`src/rtl/ring_gate_meter.sv`:
```
// ring_gate_meter: multi-channel ring-oscillator frequency meter built from Gray-counter sub-interval deltas.
// Gated, saturating per-channel accumulation with single-shot or gap-free continuous windows.
module ring_gate_meter #(
    parameter int pCHANNELS = 4,
    parameter int pGREY_W   = 10,
    parameter int pACC_W    = 24,
    parameter int pSUB      = 64,
    parameter int pGATE_W   = 16,
    localparam int pSEL_W   = (pCHANNELS > 1) ? $clog2(pCHANNELS) : 1,
    localparam int pSUB_W   = $clog2(pSUB)
) (
    input  logic                         i_clk,
    input  logic                         i_rst_n,
    input  logic [pCHANNELS*pGREY_W-1:0] i_grey,
    input  logic                         i_start,
    input  logic                         i_mode,
    input  logic [pGATE_W-1:0]           i_gate,
    input  logic [pSEL_W-1:0]            i_sel,
    output logic [pACC_W-1:0]            o_count,
    output logic                         o_ovf,
    output logic                         o_valid,
    output logic                         o_done,
    output logic                         o_busy
);
    typedef enum logic [1:0] {IDLE, PRIME, RUN, LATCH} state_t;

    state_t                      state, state_nx;
    logic [pCHANNELS*pGREY_W-1:0] sync1, sync2;
    logic [pGREY_W-1:0]          bin    [pCHANNELS];
    logic [pGREY_W-1:0]          prev   [pCHANNELS];
    logic [pGREY_W-1:0]          delta  [pCHANNELS];
    logic [pACC_W:0]             sum    [pCHANNELS];
    logic [pACC_W-1:0]           acc    [pCHANNELS];
    logic [pACC_W-1:0]           result [pCHANNELS];
    logic [pCHANNELS-1:0]        ovf, result_ovf;
    logic [pSUB_W-1:0]           sub;
    logic [pGATE_W-1:0]          gate, remain;
    logic                        accept, tick, prime, latch;

    function automatic logic [pGREY_W-1:0] g2b(input logic [pGREY_W-1:0] g);
        for (int i = 0; i < pGREY_W; i++)
            g2b[i] = ^(g >> i);
    endfunction

    always_comb begin
        for (int c = 0; c < pCHANNELS; c++) begin
            bin[c]   = g2b(sync2[c*pGREY_W +: pGREY_W]);
            delta[c] = bin[c] - prev[c];
            sum[c]   = {1'b0, acc[c]} + (pACC_W+1)'(delta[c]);
        end
    end

    always_ff @(posedge i_clk) begin
        if (!i_rst_n)
            state <= IDLE;
        else
            state <= state_nx;
    end

    always_comb begin
        state_nx = state;
        case (state)
            IDLE:    state_nx = (i_start && i_gate != '0) ? PRIME : IDLE;
            PRIME:   state_nx = RUN;
            RUN:     state_nx = (tick && remain == pGATE_W'(1)) ? LATCH : RUN;
            default: state_nx = i_mode ? RUN : IDLE;
        endcase
    end

    always_comb begin
        accept = state == IDLE && i_start && i_gate != '0;
        prime  = state == PRIME;
        latch  = state == LATCH;
        tick   = state == RUN && sub == pSUB_W'(pSUB - 1);
        o_busy = state != IDLE;
    end

    always_ff @(posedge i_clk) begin
        if (!i_rst_n) begin
            sync1      <= '0;
            sync2      <= '0;
            gate       <= '0;
            remain     <= '0;
            sub        <= '0;
            ovf        <= '0;
            result_ovf <= '0;
            o_count    <= '0;
            o_ovf      <= 1'b0;
            o_valid    <= 1'b0;
            o_done     <= 1'b0;
            for (int c = 0; c < pCHANNELS; c++) begin
                prev[c]   <= '0;
                acc[c]    <= '0;
                result[c] <= '0;
            end
        end else begin
            sync1   <= i_grey;
            sync2   <= sync1;
            o_done  <= latch;
            o_count <= (32'(i_sel) < pCHANNELS) ? result[i_sel] : '0;
            o_ovf   <= (32'(i_sel) < pCHANNELS) ? result_ovf[i_sel] : 1'b0;
            if (accept)
                gate <= i_gate;
            if (prime || latch) begin
                remain <= gate;
                sub    <= '0;
                ovf    <= '0;
                for (int c = 0; c < pCHANNELS; c++)
                    acc[c] <= '0;
            end
            if (prime)
                for (int c = 0; c < pCHANNELS; c++)
                    prev[c] <= bin[c];
            // prev is left alone in LATCH so back-to-back windows share their boundary sample
            if (latch) begin
                result_ovf <= ovf;
                o_valid    <= 1'b1;
                for (int c = 0; c < pCHANNELS; c++)
                    result[c] <= acc[c];
            end
            if (state == RUN)
                sub <= tick ? '0 : sub + pSUB_W'(1);
            if (tick) begin
                remain <= remain - pGATE_W'(1);
                for (int c = 0; c < pCHANNELS; c++) begin
                    prev[c] <= bin[c];
                    acc[c]  <= sum[c][pACC_W] ? '1 : sum[c][pACC_W-1:0];
                    if (sum[c][pACC_W])
                        ovf[c] <= 1'b1;
                end
            end
        end
    end
endmodule
```
`config.mk`:
```
export PLATFORM = sky130hd
export DESIGN_NAME = ring_gate_meter
export DESIGN_NICKNAME = d
export VERILOG_FILES = /design/src/rtl/ring_gate_meter.sv
export SDC_FILE = /design/constraint.sdc
export NUM_CORES = 1
export LEC_CHECK = 0
export CORE_MARGIN = 8
export CORE_UTILIZATION = 61
export CTS_CLUSTER_DIAMETER = 200
export DETAILED_ROUTE_END_ITERATION = 6
export PLACE_DENSITY = 0.83
export SYNTH_ARGS = -nofsm -noshare
export SYNTH_HDL_FRONTEND = slang
export SYNTH_SLANG_ARGS = --single-unit
```
`constraint.sdc`:
```
create_clock -name i_clk -period 6.5 [get_ports i_clk]
set_input_delay 1.625 -clock i_clk [delete_from_list [all_inputs] [get_ports i_clk]]
set_output_delay 1.625 -clock i_clk [all_outputs]
set_load 0.02 [all_outputs]
```
==> out/qor.yml <==
ys_top_cells_by_area: "edfxtp_1 (32%), dfxtp_1 (19%), ha_1 (5.4%), and2_1 (4.4%), and3_1 (3.8%)"
die_x_um: 194
io_buffers: 89
setup_tns_ns: 0
path_cells: "xnor3_1 -> xor3_1 -> xor2_1 -> xnor2_1 -> xor2_1 -> ha_1 -> inv_1 -> fa_1 -> a21o_1 -> a21oi_1 -> o21bai_1 -> a21oi_1 -> o21ai_0 -> xor2_1 -> ha_1 -> a21oi_1 -> nand2b_1 -> a31oi_1 -> nor3_1 -> or4_1 -> and3_1"
yosysSeqAreaShare_pct: 51.1
drv_cap: 0
seqPwrFrac_pct: 41.2
ys_types: 74
synth_top_area_cell: "edfxtp_1"
clock_path_buffers: 3
p_leak_nw: 8.74
drtIter0Drc: 1168
avgSynthCellArea_um2: 11.0
drv_slew: 0
synthArstFlopShare_pct: 0
peakVddDrop_uv: 201
cts_tree: "built"
grt_pass1_wl_um: 67200
switchingPower_w: 0.00199
rows: 65
num_antenna_cells: 0
dp_hpwl_um: 29100
fmax_mhz: 168
drc: 0
skew_ns: 0.0120
io_pins: 90
core_mm2: 0.0313
synth_top_area_share_pct: 32.5
yosysWarnings: 0
fin_crit_ns: 5.94
crit_fanout: 7
setup.worst_path.class: "reg -> reg"
max_stage_delay_ns: 0.49
grt_usage_pct: 21.6
finalPower_w: 0.00678
grt_max_degree: 135
clkSinkCount: 387
crit_arrival_ns: 6.21
avgRoutedWirePerCell_um: 18.5
insertion_delay_ns: 0.52
crit_buf_inv: 1
final_area_mm2: 0.0217
vias: 13500
path_clk_slew_ns: 0.06
initial_core_util_pct: 61.4
synth_fp_nets: 1903
finalCritPeriodShare_pct: 91.3
syn_inst: 1750
slew_headroom_pct: 27.4
tightest_slew_ns: 1.09
via_per_inst: 6.02
place_area_mm2: 0.0204
power_density_mw_per_mm2: 312
nets: 1964
finalSetupViolCount: 0
synth_edf_count: 208
required_ns: 6.78
wl_met1_um: 17400
overflow: 0
worstSetupStartpointType: "flip-flop"
p_comb_share_pct: 26.0
cp_top_family: "XOR/XNOR gates"
end_kind: "flip-flop"
layout.cells.non_filler: 2243
synth_area_mm2: 0.0192
rsz0062_at_grt: "false"
cts_buffers: 39
cts_max_level: 2
wl_met2_um: 20000
synthToLayoutAreaGrowth_pct: 12.9
dp.cells: 2172
drive_gt1_share_pct: 7.28
hold_violations: 0
met3_length_um: 2830
drt_pass1_iterations: 5
swShare_pct: 29.3
slowest_stage: "xnor3_1"
pwr-share-clk_pct: 32.8
hold_buffers: 0
top_layer_used: "met4"
internal_power_w: 0.00479
gp_congestion: 0.889
root_buffer: "clkbuf_16"
synth_ff_type: "edfxtp_1"
grt_antenna_before_repair: 0
yosys_register_bits: 387
hold_class: "reg -> reg"
ant_nets: 0
grt_pass1_vias: 13200
dieArea_mm2: 0.0375
holdWs_ns: 0.424
drt-total-wl_um: 41400
status: "completed"
dieHeight_um: 194
[final timing paths]
path / start / to / slack, ns / depth (start not counted)
max: sync2[19] / acc[1][23] / 0.56 / 21
min: sync1[34] / sync2[34] / 0.42 / 1
min reg2reg: sync1[34] / sync2[34] / 0.42 / 1
max reg2reg: sync2[19] / acc[1][23] / 0.56 / 21
[per-layer routing]
metal | vias to the layer above | global-route usage [%]
li1 | 6493 | -
met1 | 6464 | 27.6
met2 | 479 | 36.4
met3 | 72 | 4.25
met4 | 0 | 7.33
met5 | - | 0
[stage by stage]
stage | util (%) | setup WS [ns]
floorplan | - | 0.725
global placement | 65.2 | 0.876
detailed placement | 65.2 | 0.559
CTS | 69.3 | 0.431
global route | 69.3 | 0.120
finish | 69.3 | 0.564
[layout by cell type (no fill, tap or decap), types with 14 or more instances in the layout]
| cell type | Yosys | final |
|---|---|---|
| a21oi_1 | 114 | 114 |
| nor2_1 | 66 | 65 |
| ha_1 | 83 | 82 |
| edfxtp_1 | 208 | 208 |
| xnor2_1 | 50 | 50 |
| nand2_1 | 70 | 69 |
| a21boi_0 | 14 | 14 |
| and2_1 | 136 | 136 |
| dfxtp_1 | 179 | 179 |
| mux2i_1 | 23 | 23 |
| nand3_1 | 23 | 23 |
| o21ai_0 | 76 | 76 |
| or3_1 | 22 | 21 |
| clkbuf_1 | 73 | 15 |
| a31oi_1 | 23 | 23 |
| nor4_1 | 25 | 25 |
| nor3_1 | 23 | 23 |
| clkbuf_16 | 0 | 41 |
| nor2b_1 | 47 | 47 |
| a21o_1 | 18 | 18 |
| and3_1 | 118 | 118 |
| mux4_2 | 25 | 25 |
| xor2_1 | 56 | 56 |
| clkdlybuf4s50_1 | 0 | 87 |
| inv_1 | 91 | 91 |
| nand4_1 | 17 | 17 |
[Yosys cell counts, types with 47 or more instances]
| cell | number |
|---|---|
| a21oi_1 | 114 |
| and2_1 | 136 |
| and3_1 | 118 |
| clkbuf_1 | 73 |
| dfxtp_1 | 179 |
| edfxtp_1 | 208 |
| ha_1 | 83 |
| inv_1 | 91 |
| nand2_1 | 70 |
| nor2_1 | 66 |
| nor2b_1 | 47 |
| o21ai_0 | 76 |
| xnor2_1 | 50 |
| xor2_1 | 56 |
[timing repair]
item                                    in CTS  in global routing
endpoints found under the hold margin        0                  0
resized for setup                            0                  1
endpoints found under the setup margin       0                  1
buffers inserted                             0                  0
[power groups by stage]
stage | Combinational [W] | Sequential (W) | Clock (W)
finish | 0.00176 | 0.00280 | 0.00222
global route | 0.00198 | 0.00281 | 0.00234
CTS | 0.00176 | 0.00279 | 0.00225
detailed placement | 0.00174 | 0.00285 | 0
global placement | 0.00168 | 0.00284 | 0
floorplan | 0.00136 | 0.00283 | 0
[sequential cells by signal, indices dropped and copies added, names as in the netlist, 6 cells and up]
| register | flops |
|---|---|
| acc | 96 |
| result | 96 |
| prev | 40 |
| sync1 | 40 |
| sync2 | 40 |
| o_count | 24 |
| gate | 16 |
| remain | 16 |
| sub | 6 |
[final cells by class]
type                            count  area (um2)
Clock buffer                       59        1120
Clock inverter                     12         148
Fill cell                        2216        9610
Inverter                           92         345
Multi-Input combinational cell   1190        8780
Sequential cell                   387        9830
Tap cell                          402         503
Timing Repair Buffer              101         977
[logic make-up after synthesis]
logic type,share of synthesized area [%]
flip-flops,51.1
adder cells (fa/ha/maj),6.23
multiplexers,4.12
XOR/XNOR,6.60
AND/OR/NAND/NOR,17.1
buffers and inverters,3.40
AO/OA/AOI/OAI,11.5
Note: power is estimated with default switching activity, not from simulation.
